## src/rtl/rx_burst_packetizer_pkg.sv

```systemverilog
// Shared types and default sizing for the RX burst packetizer and its host word format.
package rx_burst_packetizer_pkg;

  localparam int NUM_PERIPH    = 8;
  localparam int PERIPH_ADDR_W = 3;
  localparam int DATA_WIDTH    = 28;
  localparam int HOST_WORD_W   = 32;
  localparam int MAX_BURST     = 16;

  typedef struct packed {
    logic [PERIPH_ADDR_W-1:0] addr;
    logic                     last;
    logic [DATA_WIDTH-1:0]    payload;
  } host_word_t;

  typedef enum logic [2:0] {
    SETTLE,
    IDLE,
    LOAD,
    CHECK,
    STREAM,
    RELEASE
  } pkt_state_t;

endpackage

```

## src/rtl/rx_burst_packetizer_if.sv

```systemverilog
// Arbiter grant, peripheral RX FIFO and host TX handshake bundle seen by the packetizer.
interface rx_burst_packetizer_if #(
  parameter int NUM_PERIPH = rx_burst_packetizer_pkg::NUM_PERIPH,
  parameter int DATA_WIDTH = rx_burst_packetizer_pkg::DATA_WIDTH
);
  localparam int AW = $clog2(NUM_PERIPH);
  localparam int TW = AW + 1 + DATA_WIDTH;

  logic [AW-1:0]                    grant;
  logic                             read_periph_data;
  logic [NUM_PERIPH-1:0]            rx_fifo_empty;
  logic [NUM_PERIPH*DATA_WIDTH-1:0] rx_fifo_rdata;
  logic [NUM_PERIPH-1:0]            rx_fifo_rd_en;
  logic [TW-1:0]                    tx_data;
  logic                             tx_valid;
  logic                             tx_ready;

  modport master (
    input  grant, rx_fifo_empty, rx_fifo_rdata, tx_ready,
    output read_periph_data, rx_fifo_rd_en, tx_data, tx_valid
  );

  modport slave (
    output grant, rx_fifo_empty, rx_fifo_rdata, tx_ready,
    input  read_periph_data, rx_fifo_rd_en, tx_data, tx_valid
  );

endinterface

```

## src/rtl/rx_burst_packetizer_mux.sv

```systemverilog
// Combinational selection of one FWFT FIFO head out of the flattened peripheral bus.
module rx_word_mux #(
  parameter int NUM_PERIPH = 8,
  parameter int DATA_WIDTH = 28
) (
  input  logic [NUM_PERIPH*DATA_WIDTH-1:0] i_rdata,
  input  logic [$clog2(NUM_PERIPH)-1:0]    i_sel,
  output logic [DATA_WIDTH-1:0]            o_word
);
  localparam int AW = $clog2(NUM_PERIPH);

  always_comb begin
    o_word = '0;
    for (int unsigned i = 0; i < NUM_PERIPH; i++) begin
      if (i_sel == AW'(i)) o_word = i_rdata[i*DATA_WIDTH +: DATA_WIDTH];
    end
  end

endmodule

```

## src/rtl/rx_burst_packetizer.sv

```systemverilog
// Drains the granted peripheral RX FIFO in bursts, tags words with {addr,last} and
// pulses read_periph_data when the burst ends so the arbiter can advance.
module rx_burst_packetizer #(
  parameter int NUM_PERIPH = rx_burst_packetizer_pkg::NUM_PERIPH,
  parameter int DATA_WIDTH = rx_burst_packetizer_pkg::DATA_WIDTH,
  parameter int MAX_BURST  = rx_burst_packetizer_pkg::MAX_BURST
) (
  input  logic                  clk,
  input  logic                  rst,
  rx_burst_packetizer_if.master bus
);
  import rx_burst_packetizer_pkg::*;

  localparam int              AW      = $clog2(NUM_PERIPH);
  localparam int              CW      = $clog2(MAX_BURST + 1);
  localparam logic [CW-1:0]   MAX_CNT = CW'(MAX_BURST);

  pkt_state_t            r_state;
  pkt_state_t            w_next;
  logic [AW-1:0]         r_sel;
  logic [DATA_WIDTH-1:0] r_hold;
  logic                  r_last;
  logic [CW-1:0]         r_cnt;
  logic [DATA_WIDTH-1:0] w_head;
  logic                  w_any_ne;
  logic                  w_grant_ne;
  logic                  w_hs;
  logic                  w_pop;

  rx_word_mux #(
    .NUM_PERIPH(NUM_PERIPH),
    .DATA_WIDTH(DATA_WIDTH)
  ) u_mux (
    .i_rdata(bus.rx_fifo_rdata),
    .i_sel  (r_sel),
    .o_word (w_head)
  );

  assign w_any_ne   = ~&bus.rx_fifo_empty;
  assign w_grant_ne = ~bus.rx_fifo_empty[bus.grant];
  assign w_hs       = (r_state == STREAM) && bus.tx_ready;
  // A pop on handshake is only issued while more words are known to exist (last=0).
  assign w_pop      = (r_state == LOAD) || (w_hs && !r_last);

  always_ff @(posedge clk) begin
    if (rst) r_state <= SETTLE;
    else     r_state <= w_next;
  end

  always_comb begin
    w_next               = r_state;
    bus.read_periph_data = 1'b0;
    bus.tx_valid         = 1'b0;
    bus.tx_data          = '0;
    bus.rx_fifo_rd_en    = '0;
    unique case (r_state)
      SETTLE: w_next = IDLE;
      IDLE: begin
        if (w_grant_ne)    w_next = LOAD;
        else if (w_any_ne) w_next = RELEASE;
      end
      LOAD:  w_next = CHECK;
      CHECK: w_next = STREAM;
      STREAM: begin
        bus.tx_valid = 1'b1;
        bus.tx_data  = {r_sel, r_last, r_hold};
        if (bus.tx_ready) w_next = r_last ? RELEASE : CHECK;
      end
      RELEASE: begin
        bus.read_periph_data = 1'b1;
        w_next               = SETTLE;
      end
      default: w_next = SETTLE;
    endcase
    if (w_pop) bus.rx_fifo_rd_en[r_sel] = 1'b1;
  end

  always_ff @(posedge clk) begin
    if (rst) begin
      r_sel  <= '0;
      r_hold <= '0;
      r_last <= 1'b0;
      r_cnt  <= '0;
    end else begin
      if (r_state == IDLE) r_sel <= bus.grant;
      if (w_pop) begin
        r_hold <= w_head;
        r_cnt  <= (r_state == LOAD) ? CW'(1) : r_cnt + 1'b1;
      end
      // Empty flag is sampled one cycle after the pop, so it reflects the post-pop FIFO.
      if (r_state == CHECK) r_last <= (r_cnt == MAX_CNT) || bus.rx_fifo_empty[r_sel];
    end
  end

endmodule

```

## src/flat_wrapper.sv

```systemverilog
// flat-port wrapper written by rule: the top's interface ports become plain ports
module rx_burst_packetizer_flat import rx_burst_packetizer_pkg::*;
#(
  parameter int NUM_PERIPH = rx_burst_packetizer_pkg::NUM_PERIPH,
  parameter int DATA_WIDTH = rx_burst_packetizer_pkg::DATA_WIDTH,
  parameter int MAX_BURST  = rx_burst_packetizer_pkg::MAX_BURST
)
  (clk, rst, bus_grant, bus_rx_fifo_empty, bus_rx_fifo_rdata, bus_tx_ready, bus_read_periph_data, bus_rx_fifo_rd_en, bus_tx_data, bus_tx_valid);
  rx_burst_packetizer_if #(.NUM_PERIPH(NUM_PERIPH), .DATA_WIDTH(DATA_WIDTH)) bus_i ();
  input  logic clk;
  input  logic rst;
  input wire logic [$bits(bus_i.grant)-1:0] bus_grant;
  input wire logic [$bits(bus_i.rx_fifo_empty)-1:0] bus_rx_fifo_empty;
  input wire logic [$bits(bus_i.rx_fifo_rdata)-1:0] bus_rx_fifo_rdata;
  input wire logic [$bits(bus_i.tx_ready)-1:0] bus_tx_ready;
  output wire logic [$bits(bus_i.read_periph_data)-1:0] bus_read_periph_data;
  output wire logic [$bits(bus_i.rx_fifo_rd_en)-1:0] bus_rx_fifo_rd_en;
  output wire logic [$bits(bus_i.tx_data)-1:0] bus_tx_data;
  output wire logic [$bits(bus_i.tx_valid)-1:0] bus_tx_valid;
  assign bus_i.grant = bus_grant;
  assign bus_i.rx_fifo_empty = bus_rx_fifo_empty;
  assign bus_i.rx_fifo_rdata = bus_rx_fifo_rdata;
  assign bus_i.tx_ready = bus_tx_ready;
  assign bus_read_periph_data = bus_i.read_periph_data;
  assign bus_rx_fifo_rd_en = bus_i.rx_fifo_rd_en;
  assign bus_tx_data = bus_i.tx_data;
  assign bus_tx_valid = bus_i.tx_valid;
  rx_burst_packetizer #(.NUM_PERIPH(NUM_PERIPH), .DATA_WIDTH(DATA_WIDTH), .MAX_BURST(MAX_BURST)) u_core (.clk(clk), .rst(rst), .bus(bus_i));
endmodule
```

## config.mk

```make
export PLATFORM = sky130hd
export DESIGN_NAME = rx_burst_packetizer_flat
export DESIGN_NICKNAME = d
export VERILOG_FILES = /design/src/rtl/rx_burst_packetizer_pkg.sv /design/src/rtl/rx_burst_packetizer_if.sv /design/src/rtl/rx_burst_packetizer_mux.sv /design/src/rtl/rx_burst_packetizer.sv /design/src/flat_wrapper.sv
export SDC_FILE = /design/constraint.sdc
export NUM_CORES = 1
export LEC_CHECK = 0
export BUFFER_PORTS_ARGS = -buffer_cell sky130_fd_sc_hd__buf_2
export CORE_ASPECT_RATIO = 1.1
export CORE_MARGIN = 2
export CORE_UTILIZATION = 30
export CTS_CLUSTER_DIAMETER = 100
export DETAILED_ROUTE_END_ITERATION = 10
export SYNTH_ARGS = -nofsm -noshare
export SYNTH_HDL_FRONTEND = slang
export SYNTH_SLANG_ARGS = --single-unit
```

## constraint.sdc

```tcl
create_clock -name clk -period 2.5 [get_ports clk]
set_clock_uncertainty 0.05 [all_clocks]
set_input_delay 0.625 -clock clk [delete_from_list [all_inputs] [get_ports clk]]
set_output_delay 0.625 -clock clk [all_outputs]
set_load 0.05 [all_outputs]
```

Word-level counts from Yosys, hierarchy flattened
Cells that the tools add are included.

Bits in registers: 40. Bits of input ports: 238. Output and inout bits: 42. Word-level logic and storage cells: 58.

$add $sub $neg: 1. Order comparisons: 3. Equal/unequal tests: 15. Muxes and demuxes: 24. Reductions and logical operators: 10.

Operators with widths (count): 28-bit 2-to-1 mux (8); 32-bit 2-to-1 mux (1); 3-bit == test (second input constant) (6); 3-bit one-hot mux with 5 select lines (1); 3-bit by 2-bit == test with 1-bit output (second input constant) (4); 3-bit 2-to-1 mux (4); 3-bit by 4-bit less-than comparator with 1-bit output (second input constant) (2); 8-bit 2-to-1 mux (1); 8-bit AND reduction (1); 1-bit binary-select mux with 3-bit select (2); 3-bit by 1-bit == test with 1-bit output (second input constant) (2); 3-bit logical NOT (2); 5-bit by 1-bit adder with 5-bit output (second input constant) (1); 5-bit == test (second input constant) (1); 1-bit 2-to-1 mux (5); 5-bit 2-to-1 mux (1); 1-bit demux with 3-bit select (1); 3-bit by 1-bit greater-or-equal comparator with 1-bit output (second input constant) (1); 1-bit logical AND (3); 3-bit inequality test (second input constant) (1); 1-bit logical OR (2); 2-bit inequality test (second input constant) (1); 2-bit AND reduction (1); 1-bit logical NOT (1).

Logic depth before layout (Yosys ltp)
Gate-level depths: netlist (run 1).

Word-level depth: 9. Gate-level depth with buffers: 7. Depth with buffers taken out: 6.

By module
Synthesis (run 1) repeated with hierarchy kept, for this count alone.

Cell total of the unflattened synthesis: 546. Area, all modules: 4185.3 µm².

By module, submodules not included: rx_word_mux (instances 1, cells an instance 328, area an instance 2133.3 µm², seq. area each 0.0 µm²); rx_burst_packetizer (instances 1, cells an instance 218, area an instance 2052.0 µm², seq. area each 800.8 µm²).

Least setup slack after synthesis (run 1)
Ideal clock, no wire load.

Kind: input to output. Start: in bus_tx_ready. End: out bus_rx_fifo_rd_en[0]. Arrival time: 2669 ps. Slack: -844 ps. Cell stages on the path: 4. Buffers on the path: 1. Cells stage by stage: nand4bb_1 -> a21o_1 -> clkbuf_1 -> nor4_1.

Word-level cells in the longest chain between the ends: 4.

Ends and longest elaborated chain: start, declared (line flat_wrapper.sv:15) `input wire logic [$bits(bus_i.tx_ready)-1:0] bus_tx_ready;`; 1-bit logical AND (line rx_burst_packetizer.sv:41) `assign w_hs = (r_state == STREAM) && bus.tx_ready;`; 1-bit logical AND (line rx_burst_packetizer.sv:43) `assign w_pop = (r_state == LOAD) || (w_hs && !r_last);`; 1-bit logical OR (line rx_burst_packetizer.sv:43); 8-bit 2-to-1 mux (line rx_burst_packetizer.sv:75) `if (w_pop) bus.rx_fifo_rd_en[r_sel] = 1'b1;`; end, declared (line flat_wrapper.sv:17) `output wire logic [$bits(bus_i.rx_fifo_rd_en)-1:0] bus_rx_fifo_rd_en;`.

Every way passes these cells.

Worst setup path in the final report (run 1)
Start: reg u_core.r_state[2]. End: out bus_rx_fifo_rd_en[1].

Word-level cells in the longest chain between the ends: 5. Elaborated cells on any way between the ends: 6.

Ends and longest elaborated chain: start, declared (line rx_burst_packetizer.sv:18) `pkt_state_t r_state;`; start signal, assigned (line rx_burst_packetizer.sv:47) `else r_state <= w_next;`; 3-bit == test (line rx_burst_packetizer.sv:41); 1-bit logical AND (line rx_burst_packetizer.sv:41); 1-bit logical AND (line rx_burst_packetizer.sv:43); 1-bit logical OR * (line rx_burst_packetizer.sv:43); 8-bit 2-to-1 mux * (line rx_burst_packetizer.sv:75).

Mark *: on every way between the ends. The rest lies on a longest branch, timed or not.

==> metrics.txt, run 1 <==
run status=finished, final reports clean; CTS Hold Bufs=0; Hold Crit Endpoint=u_core.r_hold[16]$_SDFFE_PP0P_; area added between synthesis and finish=45.8%; total of fill cells in the finished design=1272; minimum clock period=2.37 ns; Seq/Total Area, Yosys=20.7%; wire per inst=17.0 microns; launching element type of the critical path=flip-flop; Crit. End Element=output port; worst reg-to-reg setup slack=0.40 ns; Crit path arrival time=1.70 ns; length of the first detailed-routing pass in iterations=4; total wirelength of the detailed-routed design=14800 microns; syn_area_per_cell=8.53 sq um; global-route usage over all layers=20.4%; final max-slew violation count=0; vias per inst=5.24; top metal layer carrying routed signals=met4; cells after synthesis=453; clock sink total=40; met3 routed wirelength=1100 microns; residual overflow from global routing=0; clock latency at the later pin of the worst-skew pair=0.28 ns; DRC violations left=0; Max-cap violations=0; HPWL reported at the end of detailed placement=11800 microns; Pwr Density=567 nW/um^2; share of layout cells above drive strength 1=49.5%; Max Clock Freq=421 MHz; TritonCTS clock tree=done; nets in the synthesized netlist=693; actual transition at the worst max-transition pin=0.589 ns; M1 wire length=5890 microns; register bit total from synthesis=40; leakage power figure=2.53 nW; Final Power=3.20 mW; Setup Viol. Count Final=0; row cnt=43; reg-to-reg critical path endpoint=u_core.r_hold[14]$_SDFFE_PP0P_; WP data required=1.82 ns; most used flip-flop cell after synthesis=sky130_fd_sc_hd__dfxtp_1; number of DRC markers after the initial detailed-route iteration=175; met2 wire length=7450 microns; Starting Density=30.7%; wire length of the first global-routing pass=22800 microns; die height=123 microns; total of warnings raised by yosys=0; Max-Slew Margin vs Limit=60.7%; floorplan die area=13800 sq um; worst hold path cell count=2; Register Area=810 sq um; antenna violation net count after detailed routing=0; largest net degree at the start of global routing=61; number of global-route vias before repair=4543; RSZ-0062 raised after global routing=false; num ports=280; hold crit path type=flip-flop to flip-flop; top fanout value on the critical path=8; H-tree Lvls=2; IO buf count=279; launching point of the worst reg2reg path=u_core.r_sel[0]$_SDFFE_PP0P_; period utilization=94.9%; overall via count from detail_route=4545; maximum buffer depth of the clock tree=2; startpoint-to-endpoint class of the critical path=flip-flop to output port; depth of the most critical reg-to-reg path=6; number of clock buffers inserted by TritonCTS=5; cell area after synthesis=3860 sq um; area used by multi-input combinational logic=2860 sq um; launch instance of the worst min-delay path=u_core.r_hold[16]$_SDFFE_PP0P_; number of antenna violations at the first check in global routing=0; total core area=12600 sq um; clock transition at the registers of the reported paths=0.06 ns; Worst VDD drop=0.358 mV; CTS root buffer=sky130_fd_sc_hd__clkbuf_16; endpoints failing hold=0; Antenna Cells=0; Critical path origin=u_core.r_state[2]$_SDFFE_PP0P_; post-synthesis async set-or-reset flop share=0%; Netlist cell types=39; number of enable flip-flop cells after synthesis=0; Setup TNS=0 ns; horizontal die dimension=112 microns; NumNets Final=950; Routability Congestion=0.872
-- kinds of logic (layout without fill, tap and decap cells) --
group	Yosys count	in the layout	synth area share, %
AOI/OAI and AO/OA	153	153	33.7
xor gates and xnor gates	4	4	0.907
adders and majority gates	2	2	0.648
buffers and inverters	53	311	7.16
DFF	40	40	20.7
muxes	64	64	17.6
and+or+nand+nor	137	137	19.3
-- critical path, cell delays in order (launching register included) --
cell and delay, ns:
sky130_fd_sc_hd__dfxtp_2 0.37, sky130_fd_sc_hd__nand2b_1 0.24, sky130_fd_sc_hd__a21o_1 0.32, sky130_fd_sc_hd__nor3_2 0.20, sky130_fd_sc_hd__buf_2 0.29
-- power breakdown --
part	switching (mW)	internal, mW	total, mW
logic	0.837	0.751	1.59
clock network	0.262	0.469	0.731
registers	0.128	0.748	0.876
-- cells in the final DEF (no fill, tap or decap), types with 18 or more instances in the layout --
cell type                   count
sky130_fd_sc_hd__nor2_1        39
sky130_fd_sc_hd__a221o_1       28
sky130_fd_sc_hd__dfxtp_1       35
sky130_fd_sc_hd__a211oi_2      23
sky130_fd_sc_hd__nor2b_1       30
sky130_fd_sc_hd__a2bb2oi_1     28
sky130_fd_sc_hd__a21oi_1       33
sky130_fd_sc_hd__and2_1        32
sky130_fd_sc_hd__buf_2        277
sky130_fd_sc_hd__mux2i_1       61
sky130_fd_sc_hd__buf_4         18
sky130_fd_sc_hd__a211oi_1      34
-- worst max-delay path by stage --
stage,cells after the start,to,slack [ns]
2_1_floorplan,4,bus_rx_fifo_rd_en[1],-0.12
5_1_grt,6,bus_rx_fifo_rd_en[2],0.01
4_1_cts,6,bus_rx_fifo_rd_en[6],0.005
3_3_place_gp,7,bus_rx_fifo_rd_en[2],0.06
6_report,4,bus_rx_fifo_rd_en[1],0.13
3_5_place_dp,7,bus_rx_fifo_rd_en[2],0.03
-- through the flow --
stage	utilization (%)	std cells	setup slack, ns	hold WS (ns)	cell area [sq um]
after floorplan	-	453	-0.119	0.412	3910
after global placement	43.2	860	0.0619	0.427	5440
after detailed placement	43.2	860	0.0320	0.440	5440
after CTS	44.6	868	0.00527	0.448	5620
after global routing	44.7	868	0.0138	0.472	5630
final	44.7	868	0.126	0.451	5630
-- repair_timing --
item | in CTS | in global routing
endpoints found under the setup margin | 3 | 8
cloned | 0 | 0
setup buffers | 0 | 0
gates resized for setup | 3 | 2
-- routing by layer --
layer	vias up	track usage, %
li1	2237	-
met1	2105	24.6
met2	181	37.2
met3	22	3.58
met4	0	6.17
met5	-	0
-- state kept, by name, indices dropped and copies added (netlist names) --
name            count
u_core.r_hold      28
u_core.r_cnt        5
u_core.r_sel        3
u_core.r_last       1
u_core.r_state      3
-- area by class of cell --
cell class	instances	share of cell area [%]
multi-input combinational	360	50.8
inverter	5	0.333
sequential	40	14.4
timing repair buffer	298	28.1
tap	157	3.49
clock buffer	5	2.22
clock inverter	3	0.755
-- cell usage after synthesis (all sizes together) (6+ instances only) --
cell type | count | area, sq um
mux2i | 61 | 611
a211oi | 57 | 543
nor2 | 42 | 160
dfxtp | 40 | 801
a21oi | 34 | 174
and2 | 32 | 200
nor2b | 31 | 194
a221o | 28 | 280
a2bb2oi | 28 | 245
buf | 28 | 183
clkbuf | 20 | 75.1
nor3 | 7 | 35.0
nand2 | 6 | 22.5
nand2b | 6 | 37.5
(Power assumes the default switching activity.)
==> run 2, diff against run 1 <==
==> constraint.sdc (replaced) <==
create_clock -name clk -period 2.25 [get_ports clk]
set_clock_uncertainty 0.05 [all_clocks]
set_input_delay 0.5625 -clock clk [delete_from_list [all_inputs] [get_ports clk]]
set_output_delay 0.5625 -clock clk [all_outputs]
set_load 0.05 [all_outputs]
==> run 2 against run 1 <==
Cell area grew 9.1%. Hold slack worse by 0.0038 ns. Core utilization increased by 4.1 points. Critical path depth is 2 higher. Sequential power rose by 11%. Clock-buffer cell count up 3. Die area unchanged. Combinational power is 24% higher.
==> metrics.txt, run 2 (synthesis results as in run 1) <==
run status=finished, final reports clean; tightest hold margin=0.447 ns; DRC violations left=0; most frequent standard cell in the layout excluding fill and tap cells=sky130_fd_sc_hd__buf_2; number of antenna violations at the first check in global routing=2; clock sink total=40; total of fill cells in the finished design=1251; Max-cap violations=0; global routing's busiest layer=met2; launch instance of the worst min-delay path=u_core.r_hold[17]$_SDFFE_PP0P_; met2 Usage GRT=41.8%; sum of buffers and inverters on the critical path=4; Net Sw Frac=39.2%; total core area=12600 sq um; launching element type of the critical path=flip-flop; global-route usage over all layers=22.4%; Max Clock Freq=452 MHz; number of clock buffers inserted by TritonCTS=5; startpoint-to-endpoint class of the critical path=flip-flop to output port; Top reg by flops=u_core.r_hold; crit-path most repeated cell=sky130_fd_sc_hd__buf_6; vias per inst=5.29; CTS root buffer=sky130_fd_sc_hd__clkbuf_16; clock latency at the later pin of the worst-skew pair=0.28 ns; H-tree Lvls=2; minimum clock period=2.21 ns; met3 Usage GRT=3.38%; total internal power=2.23 mW; die height=123 microns; maximum cell stage delay along the critical path=0.32 ns; met1 capacity usage during global routing=26.7%; period utilization=98.3%; NumNets Final=970; number of global-route vias before repair=4708; horizontal die dimension=112 microns; Critical path origin=u_core.r_state[1]$_SDFFE_PP0P_; HPWL reported at the end of detailed placement=12700 microns; Register Area=812 sq um; length of the first detailed-routing pass in iterations=4; row cnt=43; power dissipated by switching net loads=1.44 mW; proportion of power drawn by combinational gates=53.8%; Final Instance Area=6140 sq um; overall via count from detail_route=4705; Area after DPL=5590 sq um; leakage power figure=2.69 nW; IO buf count=279; sequential share of power=26.4%; share of layout cells above drive strength 1=53.4%; antenna violation net count after detailed routing=0; WP data required=1.64 ns; RSZ-0062 raised after global routing=true; Top Registers=u_core.r_hold (28), u_core.r_cnt (5); series of cell instances along the critical path=buf_4, nor3b_4, buf_12, buf_6, and2_1, buf_6; proportion of power drawn by the clock network=19.9%; floorplan die area=13800 sq um; area used by multi-input combinational logic=2940 sq um; fin worst setup slack=0.0394 ns; Crit path max-delay family=buffers and inverters; utilization after layout=48.8%; Routability Congestion=0.909; actual transition at the worst max-transition pin=0.548 ns; largest net degree at the start of global routing=53; area added between synthesis and finish=59.0%; most frequent cells in the layout=sky130_fd_sc_hd__buf_2 (241), sky130_fd_sc_hd__mux2i_1 (61), sky130_fd_sc_hd__nor2_1 (38); Setup Viol. Count Final=0; crit path max-delay cell type=sky130_fd_sc_hd__dfxtp_2; endpoints failing hold=0; Starting Density=30.7%; maximum buffer depth of the clock tree=2; num ports=280; hold crit path type=flip-flop to flip-flop; final max-slew violation count=0; residual overflow from global routing=0; top fanout value on the critical path=8; number of DRC markers after the initial detailed-route iteration=208; Setup TNS=0 ns; total wirelength of the detailed-routed design=16400 microns; wire length of the first global-routing pass=24500 microns; Pwr Density=598 nW/um^2; Crit. End Element=output port; launching point of the worst reg2reg path=u_core.r_sel[2]$_SDFFE_PP0P_; wire per inst=18.5 microns; clock transition at the registers of the reported paths=0.06 ns; Crit path arrival time=1.60 ns; TritonCTS clock tree=done; number of flip-flops in the largest register=28; Max-Slew Margin vs Limit=63.0%; Worst VDD drop=0.268 mV; pre-CTS setup slack=-0.0613 ns
-- run 2: repair_timing --
action                     CTS  global route
resized for setup           16           118
buffers inserted             2             4
cloned                       0             2
setup endpoints to repair   40            39
pin swaps                    3             5
hold buffers                 0             0
-- run 2: cell type report --
class	instances	area share, %
antenna	1	0.0407
clock buffer	8	2.38
inverter	5	0.305
multi-input combinational	360	47.9
sequential	40	13.2
tap	157	3.20
timing repair buffer	318	33.0
-- run 2: final timing paths --
path	end	slack (ns)	cells past startpoint
hold reg to reg	u_core.r_hold[17]$_SDFFE_PP0P_	0.45	2
setup reg to reg	u_core.r_hold[16]$_SDFFE_PP0P_	0.30	5
setup / recovery	bus_tx_data[20]	0.04	6
hold / removal	u_core.r_hold[17]$_SDFFE_PP0P_	0.45	2
-- run 2: per-layer routing --
layer  share of wire (%)  vias to the layer above
li1                    -                     2279
met1                  40                     2212
met2                  52                      188
met3                 5.8                       26
met4                 2.6                        0
met5                   0                        -
-- run 2: metrics by stage --
stage	power [mW]	instances
after floorplan	2.25	453
after global placement	2.82	872
after detailed placement	2.85	872
after CTS	3.62	882
after global routing	3.92	889
final	3.67	889
-- run 2: power by group through the flow --
| stage | clock network (mW) | registers (mW) | logic, mW |
|---|---|---|---|
| floorplan | 0 | 0.884 | 1.36 |
| global placement | 0 | 0.977 | 1.84 |
| detailed placement | 0 | 0.977 | 1.87 |
| CTS | 0.754 | 0.968 | 1.90 |
| global route | 0.788 | 0.985 | 2.15 |
| finish | 0.730 | 0.968 | 1.97 |
-- run 2: worst min-delay path, stage by stage (launching register included) --
cell and delay (ns):
sky130_fd_sc_hd__dfxtp_1 0.30, sky130_fd_sc_hd__nor2_1 0.09, sky130_fd_sc_hd__a211oi_1 0.05
